## src/rtl/instr_dispatch_if.sv

```systemverilog
// rtl/instr_dispatch_if.sv - fetch, load/compute issue and status signals of instr_dispatch
//
// Signal groups:
//   fetch strobe   : i_instr[63:0], i_instr_addr[4:0], i_instr_enable
//   load unit      : ld_valid/ld_ready, ld_done
//   compute unit   : cp_valid/cp_ready
//   shared payload : uop_opcode[7:0], uop_addr[23:0], uop_mem_id[7:0], uop_param[23:0], uop_index[4:0]
//   status         : fifo_count[2:0], fifo_full, done, err[2:0]
// slave is the dispatch stage side, master is the environment side.

interface instr_dispatch_if;
    logic [63:0] i_instr;
    logic [4:0]  i_instr_addr;
    logic        i_instr_enable;

    logic        ld_valid;
    logic        ld_ready;
    logic        ld_done;
    logic        cp_valid;
    logic        cp_ready;

    logic [7:0]  uop_opcode;
    logic [23:0] uop_addr;
    logic [7:0]  uop_mem_id;
    logic [23:0] uop_param;
    logic [4:0]  uop_index;

    logic [2:0]  fifo_count;
    logic        fifo_full;
    logic        done;
    logic [2:0]  err;

    modport slave (
        input  i_instr, i_instr_addr, i_instr_enable,
        input  ld_ready, ld_done, cp_ready,
        output ld_valid, cp_valid,
        output uop_opcode, uop_addr, uop_mem_id, uop_param, uop_index,
        output fifo_count, fifo_full, done, err
    );

    modport master (
        output i_instr, i_instr_addr, i_instr_enable,
        output ld_ready, ld_done, cp_ready,
        input  ld_valid, cp_valid,
        input  uop_opcode, uop_addr, uop_mem_id, uop_param, uop_index,
        input  fifo_count, fifo_full, done, err
    );
endinterface

```

## src/rtl/instr_dispatch.sv

```systemverilog
// rtl/instr_dispatch.sv - instruction FIFO, decode and load/compute issue with load ordering
//
// Ports:
//   clk, rst : clock, synchronous active-high reset
//   bus      : instr_dispatch_if.slave (fetch strobe in, load/compute handshakes out,
//              decoded uop payload, FIFO occupancy, sticky done and err flags)
// err bits: [2] ld_done with no outstanding load, [1] illegal opcode, [0] FIFO overflow.

module instr_dispatch #(
    parameter int DEPTH  = 4,
    parameter int MAX_LD = 15
) (
    input  logic             clk,
    input  logic             rst,
    instr_dispatch_if.slave  bus
);
    localparam int AW  = $clog2(DEPTH);
    localparam int LDW = $clog2(MAX_LD + 1);
    localparam logic [AW:0]    DEPTH_C  = (AW + 1)'(DEPTH);
    localparam logic [LDW-1:0] MAX_LD_C = LDW'(MAX_LD);

    typedef enum logic [2:0] {
        CLS_NOP,
        CLS_COMPUTE,
        CLS_LOAD,
        CLS_END,
        CLS_ILLEGAL
    } op_class_e;

    // FIFO entry: {index[4:0], word[63:0]}
    logic [68:0]    mem [DEPTH];
    logic [AW-1:0]  wr_ptr, rd_ptr;
    logic [AW:0]    count;

    logic           iss_valid;
    logic           iss_is_load;
    logic [7:0]     iss_opcode;
    logic [23:0]    iss_addr;
    logic [7:0]     iss_mem_id;
    logic [23:0]    iss_param;
    logic [4:0]     iss_index;

    logic [LDW-1:0] ld_cnt;
    logic           done_q;
    logic [2:0]     err_q;

    logic [68:0]    head;
    op_class_e      head_cls;
    logic           fifo_empty, fifo_full;
    logic           ld_fire, cp_fire, slot_free;
    logic           pop, load_iss, set_done, set_ill;
    logic           push, drop;
    logic           ld_valid_c, cp_valid_c;

    always_comb begin
        head       = mem[rd_ptr];
        fifo_empty = (count == '0);
        fifo_full  = (count == DEPTH_C);

        unique case (head[63:56])
            8'h00:               head_cls = CLS_NOP;
            8'h01, 8'h02:        head_cls = CLS_COMPUTE;
            8'h03, 8'h04, 8'h05: head_cls = CLS_LOAD;
            8'hFF:               head_cls = CLS_END;
            default:             head_cls = CLS_ILLEGAL;
        endcase
    end

    // Loads stall only when the outstanding counter is saturated; compute waits
    // until every issued load has reported completion.
    assign ld_valid_c = iss_valid &&  iss_is_load && (ld_cnt != MAX_LD_C);
    assign cp_valid_c = iss_valid && !iss_is_load && (ld_cnt == '0);
    assign ld_fire    = ld_valid_c && bus.ld_ready;
    assign cp_fire    = cp_valid_c && bus.cp_ready;
    assign slot_free  = !iss_valid || ld_fire || cp_fire;

    always_comb begin
        pop      = 1'b0;
        load_iss = 1'b0;
        set_done = 1'b0;
        set_ill  = 1'b0;
        if (!fifo_empty && !done_q) begin
            unique case (head_cls)
                CLS_NOP: pop = 1'b1;
                CLS_ILLEGAL: begin
                    pop     = 1'b1;
                    set_ill = 1'b1;
                end
                CLS_END: begin
                    // END retires only once all prior work has drained.
                    if (!iss_valid && ld_cnt == '0) begin
                        pop      = 1'b1;
                        set_done = 1'b1;
                    end
                end
                default: begin
                    if (slot_free) begin
                        pop      = 1'b1;
                        load_iss = 1'b1;
                    end
                end
            endcase
        end
    end

    // A pop in the same cycle frees the slot for an incoming word on a full FIFO.
    assign push = bus.i_instr_enable && (!fifo_full || pop);
    assign drop = bus.i_instr_enable && !push;

    always_ff @(posedge clk) begin
        if (push) begin
            mem[wr_ptr] <= {bus.i_instr_addr, bus.i_instr};
        end
    end

    always_ff @(posedge clk) begin
        if (rst) begin
            wr_ptr      <= '0;
            rd_ptr      <= '0;
            count       <= '0;
            iss_valid   <= 1'b0;
            iss_is_load <= 1'b0;
            iss_opcode  <= '0;
            iss_addr    <= '0;
            iss_mem_id  <= '0;
            iss_param   <= '0;
            iss_index   <= '0;
            ld_cnt      <= '0;
            done_q      <= 1'b0;
            err_q       <= '0;
        end else begin
            if (push) wr_ptr <= wr_ptr + AW'(1);
            if (pop)  rd_ptr <= rd_ptr + AW'(1);
            case ({push, pop})
                2'b10:   count <= count + (AW + 1)'(1);
                2'b01:   count <= count - (AW + 1)'(1);
                default: count <= count;
            endcase

            if (load_iss) begin
                iss_valid   <= 1'b1;
                iss_is_load <= (head_cls == CLS_LOAD);
                iss_opcode  <= head[63:56];
                iss_addr    <= head[55:32];
                iss_mem_id  <= head[31:24];
                iss_param   <= head[23:0];
                iss_index   <= head[68:64];
            end else if (ld_fire || cp_fire) begin
                iss_valid   <= 1'b0;
            end

            case ({ld_fire, bus.ld_done})
                2'b10:   ld_cnt <= ld_cnt + LDW'(1);
                2'b01: begin
                    if (ld_cnt != '0) ld_cnt <= ld_cnt - LDW'(1);
                    else              err_q[2] <= 1'b1;
                end
                default: ld_cnt <= ld_cnt;
            endcase

            if (set_ill)  err_q[1] <= 1'b1;
            if (drop)     err_q[0] <= 1'b1;
            if (set_done) done_q   <= 1'b1;
        end
    end

    assign bus.ld_valid   = ld_valid_c;
    assign bus.cp_valid   = cp_valid_c;
    assign bus.uop_opcode = iss_opcode;
    assign bus.uop_addr   = iss_addr;
    assign bus.uop_mem_id = iss_mem_id;
    assign bus.uop_param  = iss_param;
    assign bus.uop_index  = iss_index;
    assign bus.fifo_count = count;
    assign bus.fifo_full  = fifo_full;
    assign bus.done       = done_q;
    assign bus.err        = err_q;

endmodule

```

## src/flat_wrapper.sv

```systemverilog
// flat-port wrapper written by rule: the top's interface ports become plain ports
module instr_dispatch_flat 
#(
    parameter int DEPTH  = 4,
    parameter int MAX_LD = 15
)
  (clk, rst, bus_i_instr, bus_i_instr_addr, bus_i_instr_enable, bus_ld_ready, bus_ld_done, bus_cp_ready, bus_ld_valid, bus_cp_valid, bus_uop_opcode, bus_uop_addr, bus_uop_mem_id, bus_uop_param, bus_uop_index, bus_fifo_count, bus_fifo_full, bus_done, bus_err);
  instr_dispatch_if bus_i ();
  input  logic clk;
  input  logic rst;
  input wire logic [$bits(bus_i.i_instr)-1:0] bus_i_instr;
  input wire logic [$bits(bus_i.i_instr_addr)-1:0] bus_i_instr_addr;
  input wire logic [$bits(bus_i.i_instr_enable)-1:0] bus_i_instr_enable;
  input wire logic [$bits(bus_i.ld_ready)-1:0] bus_ld_ready;
  input wire logic [$bits(bus_i.ld_done)-1:0] bus_ld_done;
  input wire logic [$bits(bus_i.cp_ready)-1:0] bus_cp_ready;
  output wire logic [$bits(bus_i.ld_valid)-1:0] bus_ld_valid;
  output wire logic [$bits(bus_i.cp_valid)-1:0] bus_cp_valid;
  output wire logic [$bits(bus_i.uop_opcode)-1:0] bus_uop_opcode;
  output wire logic [$bits(bus_i.uop_addr)-1:0] bus_uop_addr;
  output wire logic [$bits(bus_i.uop_mem_id)-1:0] bus_uop_mem_id;
  output wire logic [$bits(bus_i.uop_param)-1:0] bus_uop_param;
  output wire logic [$bits(bus_i.uop_index)-1:0] bus_uop_index;
  output wire logic [$bits(bus_i.fifo_count)-1:0] bus_fifo_count;
  output wire logic [$bits(bus_i.fifo_full)-1:0] bus_fifo_full;
  output wire logic [$bits(bus_i.done)-1:0] bus_done;
  output wire logic [$bits(bus_i.err)-1:0] bus_err;
  assign bus_i.i_instr = bus_i_instr;
  assign bus_i.i_instr_addr = bus_i_instr_addr;
  assign bus_i.i_instr_enable = bus_i_instr_enable;
  assign bus_i.ld_ready = bus_ld_ready;
  assign bus_i.ld_done = bus_ld_done;
  assign bus_i.cp_ready = bus_cp_ready;
  assign bus_ld_valid = bus_i.ld_valid;
  assign bus_cp_valid = bus_i.cp_valid;
  assign bus_uop_opcode = bus_i.uop_opcode;
  assign bus_uop_addr = bus_i.uop_addr;
  assign bus_uop_mem_id = bus_i.uop_mem_id;
  assign bus_uop_param = bus_i.uop_param;
  assign bus_uop_index = bus_i.uop_index;
  assign bus_fifo_count = bus_i.fifo_count;
  assign bus_fifo_full = bus_i.fifo_full;
  assign bus_done = bus_i.done;
  assign bus_err = bus_i.err;
  instr_dispatch #(.DEPTH(DEPTH), .MAX_LD(MAX_LD)) u_core (.clk(clk), .rst(rst), .bus(bus_i));
endmodule
```

## config.mk

```make
export PLATFORM = sky130hd
export DESIGN_NAME = instr_dispatch_flat
export DESIGN_NICKNAME = d
export VERILOG_FILES = /design/src/rtl/instr_dispatch_if.sv /design/src/rtl/instr_dispatch.sv /design/src/flat_wrapper.sv
export SDC_FILE = /design/constraint.sdc
export NUM_CORES = 1
export LEC_CHECK = 0
export BUFFER_PORTS_ARGS = -buffer_cell sky130_fd_sc_hd__buf_2
export CORE_AREA = 2 2 119 237
export CTS_BUF_LIST = sky130_fd_sc_hd__clkbuf_8
export CTS_CLUSTER_SIZE = 20
export DETAILED_ROUTE_END_ITERATION = 8
export DIE_AREA = 0 0 121 239
export GPL_ROUTABILITY_DRIVEN = 1
export PLACE_DENSITY_LB_ADDON = 0.25
export SYNTH_ARGS = -nofsm -noshare
export SYNTH_HDL_FRONTEND = slang
export SYNTH_SLANG_ARGS = --single-unit
```

## constraint.sdc

```tcl
create_clock -name clk -period 7.4 [get_ports clk]
set_clock_uncertainty 0.15 [all_clocks]
set_input_delay 1.48 -clock clk [delete_from_list [all_inputs] [get_ports clk]]
set_output_delay 1.48 -clock clk [all_outputs]
set_load 0.01 [all_outputs]
```

==> results.toml <==
[cells_and_area]
nNetsFinal = 969
area_delta_synth_final_pct = 15.3
fraction_of_final_layout_cells_with_drive_strength_greater_than_1_pct = 32.9
final-instance-count-excl-fill = 1278

[power_and_ir_drop]
p_sw_uw = 1210
combinationalPowerShare_pct = 16.0
cellPowerDensity_nw_per_um2 = 306
cellInternalPower_uw = 3510
p_sw_share_pct = 25.7
power_frac_seq_pct = 53.8
p_clk_share_pct = 30.2
ir_worst_vdd_mv = 0.179
power_leakage_uw = 0.00545

[synth]
synth_simple_gate_area_share_pct = 4.39
postSynthCellCount = 708
synth_cell_types = 42
synth_warnings = 0
synth_edf_count = 276
synth.avg_cell_area_um2 = 18.9
combinational_family_with_the_most_area_after_synthesis = "multiplexers"
primary_flip_flop_cell_chosen_by_synthesis_mapping = "edfxtp_1"
synthMuxAreaShare_pct = 16.6
post_synth_fa_ha_maj_area_fraction_pct = 0.953
post_synth_most_frequent_cells = "edfxtp_1, dfxtp_1, nor2_1"
ys_top_cells_by_area = "edfxtp_1, dfxtp_1, mux4_2"
synth-seq-area-share_pct = 75.0
yosysTopAreaCell = "edfxtp_1"
synth.most_common_cell = "edfxtp_1"
proportion_of_synthesized_flip_flops_having_asynchronous_set_or_reset_pct = 0
syn-num-nets = 792
syn_area_um2 = 13400
synth_top_area_share_pct = 61.9
synthXorXnorAreaFrac_pct = 0.523
ys_ff_latch = 364
synth-compound-area-share_pct = 0.869

[cts]
tritoncts_clock_tree = "done"
cts_inserted_buffers = 48
cts-root-buf = "clkbuf_8"
cts.repair.resized = 0
clock_tree.htree_level_count = 2
insertion_delay_ns = 0.57
clock-sinks = 364
cts.path.max_buffers = 3
cts_hold_buffers = 0
cts.clk_slew.worst_paths_ns = 0.07
postCtsSetupRepairBufs = 0

[timing]
setup-violations-final = 0
max_fclk_mhz = 201
hold_slack_ns = 0.310
slew_headroom_pct = 28.7
final_max_slew_viol_count = 0
rsz0062_at_grt = "false"
timing.final.crit_share_pct = 67.2
totalNegativeSetupSlack_ns = 0
tightest_pin_transition_ns = 1.07
period_minus_slack_ns = 4.98
hold_violations = 0

[routing]
drc_violation_count_after_routing = 0
routed-via-count = 6652
postRouteWirelength_um = 24700
routed_via_density = 5.21
mean_routed_wirelength_per_cell_um = 19.3
antenna_violating_nets_post_route = 0
detail_route.iter0.violations = 319
detailed_routing_iteration_count_for_the_pre_antenna_repair_pass = 4

[worst_setup_path]
worstSetupStartpointType = "flip-flop"
reg2reg_to = "u_core.bus.fifo_count[2]$_SDFFE_PP0P_"
worst-setup-path-type = "flip-flop to flip-flop"
crit_fanout = 42
critical_path_required_ns = 7.74
r2r_cells = 13
arrival_time_at_the_worst_endpoint_ns = 5.32
r2r_slack_ns = 2.42
critPathCaptureType = "flip-flop"
crit_path_capture = "u_core.bus.fifo_count[2]$_SDFFE_PP0P_"

[grt]
antenna_found_initial = 4
globalRouteTotalUtil_pct = 17.5
grt_pass1_wl_um = 38400
grt_max_degree = 86
via_count_of_the_first_global_routing_pass = 7046
global_route.overflow_total = 0

[die]
start_util_pct = 49.2
io_pins = 154
die_height_um = 239
coreArea_um2 = 27200
dieWidth_um = 121
fp.dieArea_um2 = 28900
floorplan_row_count = 86

[placement]
number_of_input_and_output_port_buffers_inserted = 153
placed_cells = 1187
dp_hpwl_um = 13900
gp_routability_congestion = 0.755

[hold_path]
min_path_type = "flip-flop to flip-flop"

[job]
cap_viol_max_count = 0

[outcome]
result_of_the_run = "complete, no violations"
routing by layer:
layer / part of all wire [%] / vias to the layer above / global-route usage [%] / wire, um
met5: 0.22 / - / 0 / 55
met4: 2.2 / 8 / 5.39 / 548
met3: 5.3 / 46 / 4.37 / 1310
met2: 50 / 164 / 29.3 / 12400
met1: 42 / 3329 / 22.4 / 10400
li1: - / 3105 / - / -
power groups by stage:
stage | registers (uW) | clock network, uW | logic, uW
2_1_floorplan | 2490 | 0 | 646
6_report | 2540 | 1420 | 754
5_1_grt | 2570 | 1550 | 828
3_3_place_gp | 2580 | 0 | 753
3_5_place_dp | 2590 | 0 | 768
4_1_cts | 2550 | 1480 | 770
worst max-delay path, stage by stage, from the launching register on:
cell and delay [ns]:
dfxtp_4 0.92, buf_4 0.62, mux4_2 0.63, nand2_1 0.15, or4b_4 0.51, or3b_1 0.35
and3_1 0.28, inv_1 0.09, ha_1 0.17, inv_1 0.06, fa_1 0.37, xor2_1 0.16
or3_1 0.31, a21oi_1 0.14
metrics by stage:
step	cell area, um2	setup slack, ns	util, %	power (uW)
3_5_place_dp	14500	2.28	53.3	3360
3_3_place_gp	14500	2.32	53.3	3340
2_1_floorplan	13400	2.91	-	3140
6_report	15400	2.42	56.7	4720
4_1_cts	15400	2.28	56.7	4800
5_1_grt	15400	2.01	56.7	4950
worst min path at each step:
stage	from	endpoint	slack, ns	cells past startpoint
floorplan	u_core.rd_ptr[1]$_SDFFE_PP0P_	flip-flop	0.31	2
global placement	u_core.bus.uop_opcode[6]$_SDFFE_PP0P_	u_core.bus.uop_opcode[6]$_SDFFE_PP0P_	0.29	1
detailed placement	u_core.bus.uop_opcode[7]$_SDFFE_PP0P_	u_core.bus.uop_opcode[7]$_SDFFE_PP0P_	0.30	1
CTS	u_core.bus.uop_opcode[3]$_SDFFE_PP0P_	u_core.bus.uop_opcode[3]$_SDFFE_PP0P_	0.31	1
global route	u_core.bus.uop_opcode[7]$_SDFFE_PP0P_	u_core.bus.uop_opcode[7]$_SDFFE_PP0P_	0.33	1
finish	u_core.bus.uop_opcode[7]$_SDFFE_PP0P_	u_core.bus.uop_opcode[7]$_SDFFE_PP0P_	0.31	1
state kept, by name, indices dropped and copies added (netlist names), named ones only:
name,count
u_core.mem,276
u_core.bus.uop_addr,24
u_core.bus.uop_param,24
u_core.bus.uop_mem_id,8
u_core.bus.uop_opcode,8
u_core.bus.uop_index,5
u_core.ld_cnt,4
u_core.bus.err,3
u_core.bus.fifo_count,3
u_core.rd_ptr,2
u_core.wr_ptr,2
u_core.bus.done,1
u_core.iss_is_load,1
u_core.iss_valid,1
cells by family (layout without fill, tap and decap cells):
| group | Yosys count | in the layout |
|---|---|---|
| simple gates | 126 | 126 |
| fa+ha+maj | 9 | 9 |
| other cells | 0 | 1 |
| flops | 364 | 364 |
| compound gates | 19 | 19 |
| xor+xnor | 8 | 8 |
| buf+inv | 46 | 263 |
| mux | 136 | 136 |
cells in the final DEF, fill, tap and decap left out, types with 8 or more instances in the layout:
cell type | Yosys | layout
mux4_2 | 69 | 69
dfxtp_1 | 88 | 86
buf_2 | 4 | 152
edfxtp_1 | 276 | 276
mux2i_1 | 66 | 66
inv_1 | 12 | 34
clkbuf_8 | 0 | 55
nor2_1 | 86 | 86
buf_4 | 1 | 8
layout make-up:
type | instances | area [um2]
Tap cell | 352 | 440
Fill cell | 2173 | 11800
Inverter | 13 | 48.8
Clock inverter | 35 | 173
Sequential cell | 364 | 10100
Clock buffer | 55 | 757
Multi-Input combinational cell | 298 | 3140
Antenna cell | 1 | 2.50
Timing Repair Buffer | 160 | 821
(Power assumes the default switching activity.)
